File: config.mk
export PLATFORM = sky130hd
export DESIGN_NAME = m_mem_unit
export DESIGN_NICKNAME = d
export VERILOG_FILES = /design/src/rtl/m_mem_unit.sv
export SDC_FILE = /design/constraint.sdc
export NUM_CORES = 1
export LEC_CHECK = 0
export CAP_MARGIN = 20
export CORE_MARGIN = 10
export CORE_UTILIZATION = 42
export DETAILED_ROUTE_END_ITERATION = 8
export MAX_ROUTING_LAYER = met4
export PLACE_DENSITY_LB_ADDON = 0.15
export SLEW_MARGIN = 20
export SYNTH_ARGS = -nofsm -noshare
export SYNTH_HDL_FRONTEND = slang
export SYNTH_SLANG_ARGS = --single-unit
File: constraint.sdc
create_clock -name clk -period 2.9 [get_ports clk]
set_clock_uncertainty 0.05 [all_clocks]
set_input_delay 0.435 -clock clk [delete_from_list [all_inputs] [get_ports clk]]
set_output_delay 0.435 -clock clk [all_outputs]
set_load 0.01 [all_outputs]
File: src/rtl/m_mem_unit.sv
// Memory-stage access unit: decodes M-stage loads/stores, runs a req/ack
// transaction to data memory with timeout, and returns extended load data.
module m_mem_unit #(
  parameter int unsigned ADDR_W     = 32,
  parameter int unsigned TIMEOUT    = 16,
  parameter int unsigned SUBWORD_EN = 1
) (
  input  logic              clk,
  input  logic              reset,
  input  logic              m_valid,
  input  logic [31:0]       instr,
  input  logic [ADDR_W-1:0] addr,
  input  logic [31:0]       wdata,
  output logic              dm_req,
  output logic              dm_we,
  output logic [ADDR_W-1:0] dm_addr,
  output logic [3:0]        dm_be,
  output logic [31:0]       dm_wdata,
  input  logic              dm_ack,
  input  logic [31:0]       dm_rdata,
  output logic              stall,
  output logic              ld_valid,
  output logic [31:0]       ld_data,
  output logic              exc_adel,
  output logic              exc_ades,
  output logic              bus_err
);

  localparam int unsigned CNT_W = (TIMEOUT > 1) ? $clog2(TIMEOUT) : 1;
  localparam logic [CNT_W-1:0] CNT_LAST = CNT_W'(TIMEOUT - 1);
  localparam bit SUB = (SUBWORD_EN != 0);

  typedef enum logic [1:0] {S_IDLE, S_BUSY, S_DONE} state_t;
  typedef enum logic [1:0] {SZ_B, SZ_H, SZ_W} size_t;

  state_t           state;
  logic [CNT_W-1:0] wait_cnt;
  size_t            ld_size_q;
  logic             ld_uns_q;
  logic [1:0]       off_q;

  logic             op_ld;
  logic             op_st;
  size_t            op_size;
  logic             op_uns;
  logic             aligned;
  logic             go_c;
  logic [3:0]       st_be;
  logic [31:0]      st_wdata;
  logic             unused_instr_c;

  // Only the opcode field matters to this stage
  assign unused_instr_c = ^instr[25:0];

  // Opcode decode: memory-op class, access size and signedness
  always_comb begin
    op_ld   = 1'b0;
    op_st   = 1'b0;
    op_size = SZ_W;
    op_uns  = 1'b0;
    case (instr[31:26])
      6'b100011: op_ld = 1'b1;
      6'b101011: op_st = 1'b1;
      6'b100000: begin op_ld = SUB; op_size = SZ_B; end
      6'b100100: begin op_ld = SUB; op_size = SZ_B; op_uns = 1'b1; end
      6'b100001: begin op_ld = SUB; op_size = SZ_H; end
      6'b100101: begin op_ld = SUB; op_size = SZ_H; op_uns = 1'b1; end
      6'b101000: begin op_st = SUB; op_size = SZ_B; end
      6'b101001: begin op_st = SUB; op_size = SZ_H; end
      default: ;
    endcase
  end

  // Natural alignment check and store lane placement
  always_comb begin
    aligned  = 1'b1;
    st_be    = 4'b1111;
    st_wdata = wdata;
    case (op_size)
      SZ_W: aligned = (addr[1:0] == 2'b00);
      SZ_H: aligned = ~addr[0];
      default: aligned = 1'b1;
    endcase
    if (op_st) begin
      case (op_size)
        SZ_B: begin
          st_be    = 4'(4'b0001 << addr[1:0]);
          st_wdata = {4{wdata[7:0]}};
        end
        SZ_H: begin
          st_be    = addr[1] ? 4'b1100 : 4'b0011;
          st_wdata = {2{wdata[15:0]}};
        end
        default: ;
      endcase
    end
  end

  assign go_c     = (state == S_IDLE) & m_valid & (op_ld | op_st) & aligned;
  assign stall    = reset & (go_c | (state == S_BUSY));
  assign exc_adel = reset & (state == S_IDLE) & m_valid & op_ld & ~aligned;
  assign exc_ades = reset & (state == S_IDLE) & m_valid & op_st & ~aligned;

  // Select the addressed lane of a load word and extend it to 32 bits
  function automatic logic [31:0] extend_load(input logic [31:0] d, input size_t sz,
                                              input logic uns, input logic [1:0] off);
    logic [7:0]  b;
    logic [15:0] h;
    b = d[{off, 3'b000} +: 8];
    h = off[1] ? d[31:16] : d[15:0];
    case (sz)
      SZ_B:    return uns ? {24'h0, b} : {{24{b[7]}}, b};
      SZ_H:    return uns ? {16'h0, h} : {{16{h[15]}}, h};
      default: return d;
    endcase
  endfunction

  // Access sequencer: capture in IDLE, wait for ack or timeout in BUSY, report in DONE
  always_ff @(posedge clk or negedge reset) begin
    if (!reset) begin
      state     <= S_IDLE;
      wait_cnt  <= '0;
      dm_req    <= 1'b0;
      dm_we     <= 1'b0;
      dm_addr   <= '0;
      dm_be     <= 4'b0000;
      dm_wdata  <= 32'h0;
      ld_valid  <= 1'b0;
      ld_data   <= 32'h0;
      bus_err   <= 1'b0;
      ld_size_q <= SZ_W;
      ld_uns_q  <= 1'b0;
      off_q     <= 2'b00;
    end else begin
      case (state)
        S_IDLE: begin
          ld_valid <= 1'b0;
          bus_err  <= 1'b0;
          if (go_c) begin
            dm_req    <= 1'b1;
            dm_we     <= op_st;
            dm_addr   <= {addr[ADDR_W-1:2], 2'b00};
            dm_be     <= st_be;
            dm_wdata  <= st_wdata;
            ld_size_q <= op_size;
            ld_uns_q  <= op_uns;
            off_q     <= addr[1:0];
            wait_cnt  <= '0;
            state     <= S_BUSY;
          end
        end
        S_BUSY: begin
          if (dm_ack) begin
            dm_req   <= 1'b0;
            ld_valid <= ~dm_we;
            if (!dm_we) ld_data <= extend_load(dm_rdata, ld_size_q, ld_uns_q, off_q);
            state    <= S_DONE;
          end else if (wait_cnt == CNT_LAST) begin
            dm_req   <= 1'b0;
            bus_err  <= 1'b1;
            ld_data  <= 32'h0;
            state    <= S_DONE;
          end else begin
            wait_cnt <= wait_cnt + CNT_W'(1);
          end
        end
        S_DONE: begin
          ld_valid <= 1'b0;
          bus_err  <= 1'b0;
          state    <= S_IDLE;
        end
        default: state <= S_IDLE;
      endcase
    end
  end

endmodule

After elaboration in Yosys (flattened, before gate mapping). Cells that the tools add are included. Widths: inputs -> output; s select.

$add $sub $neg: 1. Equal/unequal tests: 21. Shift operators: 2. Muxes and demuxes: 34. Bitwise logic cells: 15. Reductions and logical operators: 20.

Operator list (count): $mux 32 (6); $pmux 32 s2 (2); $eq 6x6->1 const B (8); $shiftx 32x6->8 (1); $mux 4 (5); $mux 16 (1); $pmux 4 s2 (2); $and 1x1->1 (10); $ne 2x2->1 const B (5); $mux 1 (9); $reduce_and 3->1 (3); $reduce_or 3->1 (3); $logic_not 2->1 (4); $pmux 1 s2 (4); $pmux 2 s2 (2); $eq 2x1->1 const B (3); $mux 2 (3); $reduce_and 2->1 (3); $reduce_bool 2->1 (3); $reduce_or 5->1 (1); $add 4x1->4 const B (1); $eq 2x2->1 const B (2); $eq 4x4->1 const B (1); $reduce_and 4->1 (1); other kinds (6) (10).

Bits in registers: 113. Input bits: 132. Word-level logic and storage cells: 106.

Depth between registers and ports, before layout.
Word-level depth: 8. Depth in mapped cells: 7. Gate-level depth less buffers: 5.

Worst setup path after synthesis. OpenSTA, ideal clock, no wires.

Path kind: input -> output. Start point: input instr[30]. End point: output stall. Arrival time: 1.697 ns. Data required time: 2.415 ns. Slack: 0.718 ns. Stages on the path: 5. Buffers on the path: 1. Cell sequence: nand2b_1 -> o41ai_2 -> nand3_1 -> buf_4 -> a21oi_1.

Longest elaborated chain between the ends: 8. Elaborated cells between the ends (all ways): 23.

Ends and longest elaborated chain: start, declared (line 11) `input logic [31:0] instr,`; $eq 6x6->1 (line 61) `case (instr[31:26])`; $reduce_or 3->1 (no line) / $reduce_or 5->1 (equally long branches); $pmux 2 s2 / $mux 1 (equally long branches) (line 61); $eq 2x1->1 (tied with other cells) (line 79) `case (op_size)`; $pmux 1 s2 / $and 1x1->1 (equally long branches) (line 79, 99); $and 1x1->1 (*) (line 99) `assign go_c = (state == S_IDLE) & m_valid & (op_ld | op_st) & aligned;`; $or 1x1->1 (*) (line 100) `assign stall = reset & (go_c | (state == S_BUSY));`; $and 1x1->1 (*) (line 100); end, declared (line 21) `output logic stall,`.

Mark *: on every way between the ends. The rest lies on a longest branch, timed or not.

Worst setup path after layout.
Start point: input instr[30]. End point: output exc_ades.

Longest elaborated chain between the ends: 7. Elaborated cells between the ends (all ways): 18.

Ends and longest elaborated chain: $eq 6x6->1 (line 61); $reduce_or 3->1 (no line); $pmux 2 s2 (line 61); $eq 2x1->1 / $eq 2x2->1 (equally long branches) (line 79); $pmux 1 s2 (line 79); $not 1->1 (line 102) `assign exc_ades = reset & (state == S_IDLE) & m_valid & op_st & ~aligned;`; $and 1x1->1 (*) (line 102); end, declared (line 25) `output logic exc_ades,`.

Marks and branches as above.

==> metrics.yaml <==
run_status:
  outcome: "finished clean"
final_layout:
  syn2layout_area_growth_pct: 54.0
  final_common_cell: "clkdlybuf4s50_1"
  stdcell_count: 847
  multi_input_area_um2: 2350
  fillCellCount: 1032
  final_cell_mix: "207 x clkdlybuf4s50_1, 112 x dfrtp_1, 45 x mux2_2, 40 x mux2i_1, 31 x o21ai_0"
  num_antenna_cells: 0
  nNetsFinal: 797
  design_area_um2: 8370
  postLayoutCoreUtil_pct: 66.1
  drive_above_1_share_pct: 18.5
  register_area_um2: 2830
sta:
  drv_slew: 0
  rsz0062_at_grt: "no"
  setup-violations-final: 0
  fmax_mhz: 360
  fin_ws_ns: 0.118
  maxSlewHeadroom_pct: 35.4
  period_share_pct: 95.9
  final_hold_viol_count: 0
  finalSetupTns_ns: 0
  worstMarginPinSlew_ns: 0.970
  whs_ns: 0.0506
  timing.final.crit_period_ns: 2.78
yosys:
  syn_area_per_cell_um2: 12.4
  synth_top_area_share_pct: 51.6
  synthFlopType: "dfrtp_1"
  netlist_area_um2: 5440
  syn_inst: 440
  yosys_warnings: 0
  yosysTopAreaCell: "dfrtp_1"
  yosysSeqAreaShare_pct: 52.0
  synth.top_cells.by_area: "dfrtp_1 52%, mux2_2 9.3%, mux2i_1 7.4%, mux2_4 4.4%, a221o_1 2.9%"
  ys_types: 52
  synthArstFlopShare_pct: 100
  synth-edff-count: 0
  ys_ff_latch: 113
floorplan:
  die_h_um: 134
  row_count: 41
  die_w_um: 134
  core_area_um2: 12700
  dieArea_um2: 17900
  initial_core_util_pct: 42.9
  ios: 239
worst_setup_path:
  arrival_ns: 2.30
  r2r_cells: 6
  crit_type: "input port to output port"
  crit_path_start: "instr[30]"
  cp.required_ns: 2.41
  cp_max_fo: 4
  r2r-start: "state[1]$_DFFE_PN0P_"
  end_kind: "output port"
  start_kind: "input port"
grt:
  grt_pass1_vias: 5018
  grt_max_degree: 77
  antenna_found_initial: 0
  grt_overflow_total: 0
  grt_pass1_wl_um: 26800
  grt_usage_pct: 19.5
place:
  post-place-ws_ns: -0.0985
  dpl_cell_area_um2: 7780
  dp_cells: 817
  gp_congestion: 0.901
  port_buffers: 210
  dp_hpwl_um: 12700
power_and_ir_drop:
  p_clk_share_pct: 34.8
  comb_power_share_pct: 28.7
  power_density_nw_per_um2: 695
  p_int_mw: 4.25
  seqPwrFrac_pct: 36.4
  p_sw_mw: 1.57
  swShare_pct: 26.9
  power_mw: 5.82
  peakVddDrop_uv: 408
  p_leak_nw: 3.68
clocking:
  h-tree-depth: 4
  clock_latency_ns: 0.41
  postCtsSetupRepairBufs: 0
  clkTransAtPathRegs_ns: 0.05
  cts.sinks: 113
  root_buffer: "clkbuf_16"
  cts.path.max_buffers: 2
  cts_tree: "built"
  cts_buffers: 17
detailed_routing:
  drc_errors: 0
  totalWireLength_um: 17000
  wl_per_cell_um: 20.1
  ant_nets: 0
  vias_per_cell: 5.27
  drtPass1Iterations: 5
  num_vias: 4465
  initialDrtViolationCount: 316
worst_hold_path:
  hp-class: "input port to async pin"
run:
  maxCapViolCount: 0
-- cell type report --
type,count,share of cell area [%]
Tap cell,172,2.57
Inverter,24,1.08
Clock buffer,24,5.87
Multi-Input combinational cell,274,28.1
Sequential cell,113,33.8
Timing Repair Buffer,234,27.7
Clock inverter,6,0.956
-- critical path, cell delays in order --
cell and delay (ns):
clkdlybuf4s50_1 0.47, nand2b_1 0.19, buf_4 0.17, o31ai_4 0.08, a211o_1 0.28, nor2_1 0.10
clkdlybuf4s50_1 0.57
-- sequential cells by signal, indices dropped and copies added, names as in the netlist, 2 cells and up --
signal,flops
dm_be,4
state,2
dm_wdata,32
ld_data,32
wait_cnt,4
ld_size_q,2
off_q,2
dm_addr,30
-- kinds of logic after synthesis --
logic type,count (synthesis),synth area share (%)
muxes,102,21.5
buffers and inverters,54,5.27
DFF,113,52.0
xor gates and xnor gates,2,0.322
adders and majority gates,1,0.230
and+or+nand+nor,74,7.43
other,1,0.0690
AOI/OAI and AO/OA,93,13.1
-- cell usage after synthesis (all sizes together), types with 2 or more instances --
master / n
mux2: 61
o221ai: 7
mux2i: 40
nand3: 13
buf: 20
a221o: 16
clkbuf: 10
xor2: 2
dfrtp: 112
nor2: 11
a32o: 8
nand2: 18
o21bai: 2
nor3b: 2
a22oi: 7
o21ai: 31
a22o: 8
a21oi: 2
inv: 24
nor3: 2
and3: 2
a31oi: 5
nand2b: 14
and4bb: 2
and2: 4
or3: 2
-- worst paths after layout --
kind	end	slack [ns]
worst max register to register	dm_addr[3]$_DFFE_PN0P_	0.65
max in group asynchronous	dm_wdata[6]$_DFFE_PN0P_	1.39
min in group clk	ld_data[12]$_DFFE_PN0P_	0.44
worst min-delay path	dm_addr[22]$_DFFE_PN0P_	0.05
worst max-delay path	exc_ades	0.12
worst min register to register	ld_data[12]$_DFFE_PN0P_	0.44
-- repair_timing --
| item | CTS | global route |
|---|---|---|
| hold buffers | 0 | 0 |
| resized for setup | 3 | 2 |
| cloned | 0 | 0 |
| endpoints found under the setup margin | 2 | 1 |
-- layer usage --
layer / track usage, % / vias to the layer above / part of all wire [%]
li1: - / 2060 / -
met1: 21.6 / 2206 / 40
met2: 31.4 / 179 / 50
met3: 8.63 / 20 / 9.0
met4: 5.32 / 0 / 1.2
met5: - / - / 0
-- power groups by stage --
stage | sequential (mW) | clock, mW | combinational [mW]
final | 2.12 | 2.03 | 1.67
after global routing | 2.17 | 2.13 | 1.80
after CTS | 2.12 | 2.07 | 1.70
after detailed placement | 2.14 | 0 | 1.68
after global placement | 2.12 | 0 | 1.65
after floorplan | 2.24 | 0 | 0.581
No activity file was read; power rests on OpenSTA's default activity.
